===== src/rtl/writeback_stage.sv =====
// Final pipeline stage: captures the memory-stage result, writes it to the
// 8x16 register file, re-arms the memory stage and reports completion.
module writeback_stage #(
  parameter int DATA_W     = 16,
  parameter int REG_ADDR_W = 3,
  parameter int ACK_CYCLES = 2,
  parameter int TIMEOUT    = 15
) (
  input  logic                  clk,
  input  logic                  resetN,
  input  logic                  memoryOperationComplete,
  input  logic [DATA_W-1:0]     rdata,
  input  logic                  regWrite,
  input  logic [REG_ADDR_W-1:0] writeReg,
  input  logic [REG_ADDR_W-1:0] readReg1,
  input  logic [REG_ADDR_W-1:0] readReg2,
  output logic [DATA_W-1:0]     rd1,
  output logic [DATA_W-1:0]     rd2,
  output logic                  resetDataMemory,
  output logic                  writebackComplete,
  output logic                  wbError
);

  localparam int NREG  = 1 << REG_ADDR_W;
  localparam int ACK_W = $clog2(ACK_CYCLES) + 1;
  localparam int TO_W  = $clog2(TIMEOUT + 1);

  typedef enum logic [1:0] {
    IDLE,
    WRITE,
    ACK,
    WAIT_CLR
  } state_t;

  state_t state;

  logic [DATA_W-1:0]     regs [NREG];
  logic [DATA_W-1:0]     cap_data;
  logic [REG_ADDR_W-1:0] cap_reg;
  logic                  cap_we;
  logic [ACK_W-1:0]      ack_cnt;
  logic [TO_W-1:0]       to_cnt;

  logic sync0;
  logic sync1;
  logic sync_prev;
  logic rise;

  // Reset to 1 so a level already high at reset release is not a new op.
  always_ff @(posedge clk or negedge resetN) begin
    if (!resetN) begin
      sync0     <= 1'b1;
      sync1     <= 1'b1;
      sync_prev <= 1'b1;
    end else begin
      sync0     <= memoryOperationComplete;
      sync1     <= sync0;
      sync_prev <= sync1;
    end
  end

  assign rise = sync1 & ~sync_prev;

  always_ff @(posedge clk or negedge resetN) begin
    if (!resetN) begin
      state             <= IDLE;
      cap_data          <= '0;
      cap_reg           <= '0;
      cap_we            <= 1'b0;
      ack_cnt           <= '0;
      to_cnt            <= '0;
      resetDataMemory   <= 1'b0;
      writebackComplete <= 1'b0;
      wbError           <= 1'b0;
      for (int i = 0; i < NREG; i++) begin
        regs[i] <= '0;
      end
    end else begin
      writebackComplete <= 1'b0;
      unique case (state)
        IDLE: begin
          if (rise) begin
            cap_data <= rdata;
            cap_reg  <= writeReg;
            cap_we   <= regWrite;
            state    <= WRITE;
          end
        end
        WRITE: begin
          if (cap_we && (cap_reg != '0)) begin
            regs[cap_reg] <= cap_data;
          end
          ack_cnt         <= ACK_W'(ACK_CYCLES - 1);
          resetDataMemory <= 1'b1;
          state           <= ACK;
        end
        ACK: begin
          if (ack_cnt != '0) begin
            ack_cnt <= ack_cnt - 1'b1;
          end else begin
            resetDataMemory <= 1'b0;
            to_cnt          <= '0;
            state           <= WAIT_CLR;
          end
        end
        WAIT_CLR: begin
          if (!sync1) begin
            writebackComplete <= 1'b1;
            state             <= IDLE;
          end else if (to_cnt == TO_W'(TIMEOUT - 1)) begin
            to_cnt            <= TO_W'(TIMEOUT);
            wbError           <= 1'b1;
            writebackComplete <= 1'b1;
            state             <= IDLE;
          end else begin
            to_cnt <= to_cnt + 1'b1;
          end
        end
        default: state <= IDLE;
      endcase
    end
  end

  // R0 reads as zero regardless of array contents.
  assign rd1 = (readReg1 == '0) ? '0 : regs[readReg1];
  assign rd2 = (readReg2 == '0) ? '0 : regs[readReg2];

endmodule


===== config.mk =====
export PLATFORM = sky130hd
export DESIGN_NAME = writeback_stage
export DESIGN_NICKNAME = d
export VERILOG_FILES = /design/src/rtl/writeback_stage.sv
export SDC_FILE = /design/constraint.sdc
export NUM_CORES = 1
export LEC_CHECK = 0
export ABC_AREA = 1
export BUFFER_PORTS_ARGS = -buffer_cell sky130_fd_sc_hd__buf_2
export CORE_ASPECT_RATIO = 0.9
export CORE_MARGIN = 3
export CORE_UTILIZATION = 55
export CTS_CLUSTER_DIAMETER = 30
export DETAILED_ROUTE_END_ITERATION = 6
export GPL_ROUTABILITY_DRIVEN = 0
export GPL_TIMING_DRIVEN = 0
export HOLD_SLACK_MARGIN = 0.05
export PLACE_DENSITY = 0.81
export SLEW_MARGIN = 20
export SYNTH_ARGS = -nofsm -noshare
export SYNTH_HDL_FRONTEND = slang
export SYNTH_SLANG_ARGS = --single-unit
export TNS_END_PERCENT = 30

===== constraint.sdc =====
create_clock -name clk -period 1.4 [get_ports clk]
set_input_delay 0.35 -clock clk [delete_from_list [all_inputs] [get_ports clk]]
set_output_delay 0.35 -clock clk [all_outputs]
set_load 0.05 [all_outputs]

==> results.toml <==
[flow_run]
cap_violations = 0

[critical_path]
timing.rr.end = "regs[20]"
cpMostUsedCell = "nand2_1"
arrival_ns = 1.71
cp.required_ns = 1.05
worst_path_max_delay_cell = "dfrtp_1"
rr_worst_depth = 8
critPathBufInv = 2
crit_path_end_kind = "output port"
cp_max_fo = 3
reg2reg_slack_ns = -0.31
cpPeakStageDelay_ns = 0.41
critical_path_class = "flip-flop to output port"
r2r_start = "state[1]"
worst_setup_path_start_kind = "flip-flop"
cp_top_family = "simple AND/OR/NAND/NOR gates"
worstPathCellList = "inv_1 -> nand2_1 -> nand3_1 -> nand2_1 -> nor2_2 -> nor2_4 -> buf_8"

[route]
drtIter0Drc = 2049
drc = 86
viasPerCell = 6.43
via_count = 10260
dr_wl_met2_um = 15600
dr.max_layer_used = "met4"
wl_met1_um = 13100
route.met3.wl_um = 5050
final_antenna_net_count = 0
drt_pass1_iterations = 7
wl_per_cell_um = 23.0
drt-total-wl_um = 36700

[pwr]
leakage_nw = 6.41
netSwitchingFraction = 0.458
power.switching_w = 0.0109
clock_power_share = 0.188
seqPwrFrac = 0.329
comb_power_share = 0.484
p_per_area_nw_per_um2 = 1860
p_int_w = 0.0129
vdd.ir_drop.worst_uv = 1360

[floorplanning]
dieArea_um2 = 17800
die_w_um = 140
top_level_ports = 64
die_height_um = 127
coreArea_um2 = 15700
initial_core_util = 0.570
rows = 43

[finish]
final_area_um2 = 12800
fin_cells = 1596
largest_reg_flops = 128
top_regs = "regs (128), cap_data (16), to_cnt (4)"
regMostFlops = "regs"
syn_to_final_growth_pct = 43.4
fillers = 822
seq_area_um2 = 4060
drive_gt1_frac = 0.451
antennaDiodeCount = 0
layout.nets = 1419
multi_input_area_um2 = 5170

[timing]
drv_slew = 0
finalHoldWorstSlack_ns = 0.154
timing.fmax_ghz = 0.485
worstMarginPinSlew_ns = 0.756
finalHoldViolations = 0
grt_setup_unrepaired = "true"
tns_ns = -37.59
period_share = 1.47
slew_headroom = 0.496
finClkSkew_ns = 0.0131
period_minus_slack_ns = 2.06
setup_viol = 145
layout_setup_ws_ns = -0.661

[clock_tree]
cts_sinks = 162
htreeDepth = 4
path_clk_slew_ns = 0.07
cts-root-buf = "clkbuf_16"
cts_tree = "built"
cts_made_buffers = 17
clock_latency_ns = 0.44
cts_buffer_depth = 2

[global_route]
grt_use_total = 0.355
antenna_found_initial = 0
grt_max_degree = 103
grt_pass1_vias = 8867
grt_first_pass_wirelength_um = 48700
grt_overflow = 0

[yosys]
synth_mux_area_frac = 0
yosysUniqueCellTypes = 32
synth.ff_latch_count = 162
synth_area_per_cell_um2 = 7.21
yosysWarnings = 0
netlist_area_um2 = 8930
yosys.area_share.xor_xnor = 0.000981
synthSimpleGateAreaFrac = 0.277
synth_cells = 1239
synth_top_family_by_area = "simple AND/OR/NAND/NOR gates"
synth_adder_area_share = 0.0112
seq_area_frac_synth = 0.454
synth_nets = 1276
synth-compound-area-share = 0.133

[placed_design]
hpwlAfterDp_um = 20300
port_buffers = 59
placed_cells = 1501
placed_area_um2 = 10100

[min_path]
worstHoldPathType = "input port to flip-flop"
hold_start = "rdata[11]"
min_delay_path_depth = 3
hold_path_end = "cap_data[11]"

[outcome]
violations = "DRC, setup timing"
outcome = "finished, violations left"
-- cell usage after synthesis --
cell | n | area, um^2
dfrtp_1 | 159 | 3980
nand2_1 | 435 | 1630
o21bai_1 | 1 | 7.51
nand3_2 | 1 | 10.0
nand3b_1 | 1 | 7.51
inv_1 | 162 | 608
buf_6 | 8 | 90.1
o21ai_1 | 93 | 465
nor2_2 | 2 | 12.5
inv_2 | 6 | 22.5
nand3_1 | 100 | 500
dfstp_2 | 3 | 78.8
nand4_1 | 1 | 6.26
xor2_1 | 1 | 8.76
nor3_2 | 1 | 10.0
o21ai_2 | 13 | 114
clkbuf_1 | 31 | 116
ha_1 | 8 | 100
a21boi_0 | 1 | 7.51
o211ai_1 | 52 | 390
a21oi_2 | 1 | 8.76
buf_4 | 3 | 22.5
a21oi_1 | 20 | 100
nand2_2 | 6 | 37.5
o21ai_0 | 18 | 90.1
o22ai_1 | 1 | 6.26
nand4_2 | 1 | 12.5
buf_2 | 45 | 225
nor3_4 | 1 | 16.3
nor2_1 | 61 | 229
buf_1 | 2 | 7.51
clkbuf_2 | 1 | 5.00
-- power by group through the flow --
| stage | combinational, W | sequential (W) | clock (W) |
|---|---|---|---|
| 2_1_floorplan | 0.00552 | 0.00725 | 0 |
| 4_1_cts | 0.00883 | 0.00747 | 0.00439 |
| 3_3_place_gp | 0.00748 | 0.00734 | 0 |
| 6_report | 0.0115 | 0.00782 | 0.00446 |
| 3_5_place_dp | 0.00768 | 0.00742 | 0 |
| 5_1_grt | 0.0121 | 0.00794 | 0.00464 |
-- cell type report --
type                            instances  area share
Clock inverter                         12     0.00762
Timing Repair Buffer                  124      0.0998
Sequential cell                       162       0.317
Inverter                              168      0.0506
Tap cell                              202      0.0197
Multi-Input combinational cell        819       0.404
Buffer                                 90      0.0669
Clock buffer                           19      0.0346
-- worst max-delay path by stage --
stage                      startpoint        to  slack (ns)  cells after the start
after floorplan           readReg1[0]    rd1[2]       -0.13                      7
after global placement         resetN  regs[70]       -2.53                      1
after detailed placement  readReg2[0]    rd2[9]       -0.69                      9
after CTS                    regs[79]   rd1[15]       -0.46                      7
after global routing         regs[46]   rd1[14]       -0.64                      7
final                        regs[94]   rd2[14]       -0.66                      7
-- repair_timing --
| item | 4_1_cts | 5_1_grt |
|---|---|---|
| resized for setup | 250 | 276 |
| setup endpoints to repair | 170 | 272 |
| buffers inserted | 16 | 36 |
| pin swaps | 76 | 82 |
| hold buffers | 2 | 0 |
| hold endpoints to repair | 61 | 0 |
| cloned | 3 | 9 |
-- through the flow --
stage | setup WS, ns | total power (W) | util
floorplan | -0.128 | 0.0128 | -
finish | -0.661 | 0.0238 | 0.818
global placement | -2.53 | 0.0148 | 0.640
detailed placement | -0.690 | 0.0151 | 0.642
CTS | -0.460 | 0.0207 | 0.733
global route | -0.642 | 0.0247 | 0.818
-- layer usage --
metal | up-vias | GRT usage
met4 | 0 | 0.175
met2 | 917 | 0.522
met1 | 4849 | 0.484
met5 | - | 0
li1 | 4173 | -
met3 | 321 | 0.104
-- placed cells by master, fill, tap and decap left out, types with 3 or more instances in the layout --
master     synthesis  routed
buf_2             45      35
inv_2              6      60
clkbuf_16          0      24
ha_1               8       4
nor2_4             0      32
buf_8              0      34
clkbuf_1          31      17
o21ai_1           93      62
buf_6              8      41
nor2_2             2      10
o21ai_0           18      13
dfstp_2            3       3
nor2_1            61      21
ha_4               0       3
clkbuf_8           0       7
dfrtp_1          159     158
buf_16             0       3
inv_1            162     104
nand2_4            0      44
clkbuf_2           1       8
inv_6              0       7
buf_4              3      57
o21ai_2           13      49
nand3_1          100      45
buf_12             0       5
nand2_1          435     262
nand3_2            1      55
nand2_2            6     135
o211ai_1          52      52
a21oi_1           20      19
-- cells by family (layout without fill, tap and decap cells) --
| group | Yosys count | count (layout) |
|---|---|---|
| AO/OA/AOI/OAI | 200 | 200 |
| XOR/XNOR | 1 | 1 |
| adder cells (fa/ha/maj) | 8 | 8 |
| buffers and inverters | 258 | 413 |
| flip-flops | 162 | 162 |
| AND/OR/NAND/NOR | 610 | 610 |
-- tightest hold or removal path, cell delays in order --
cell and delay, ns:
buf_2 0.07, nor2_1 0.03, a21oi_1 0.09
Power figures use the tool's default switching activity.
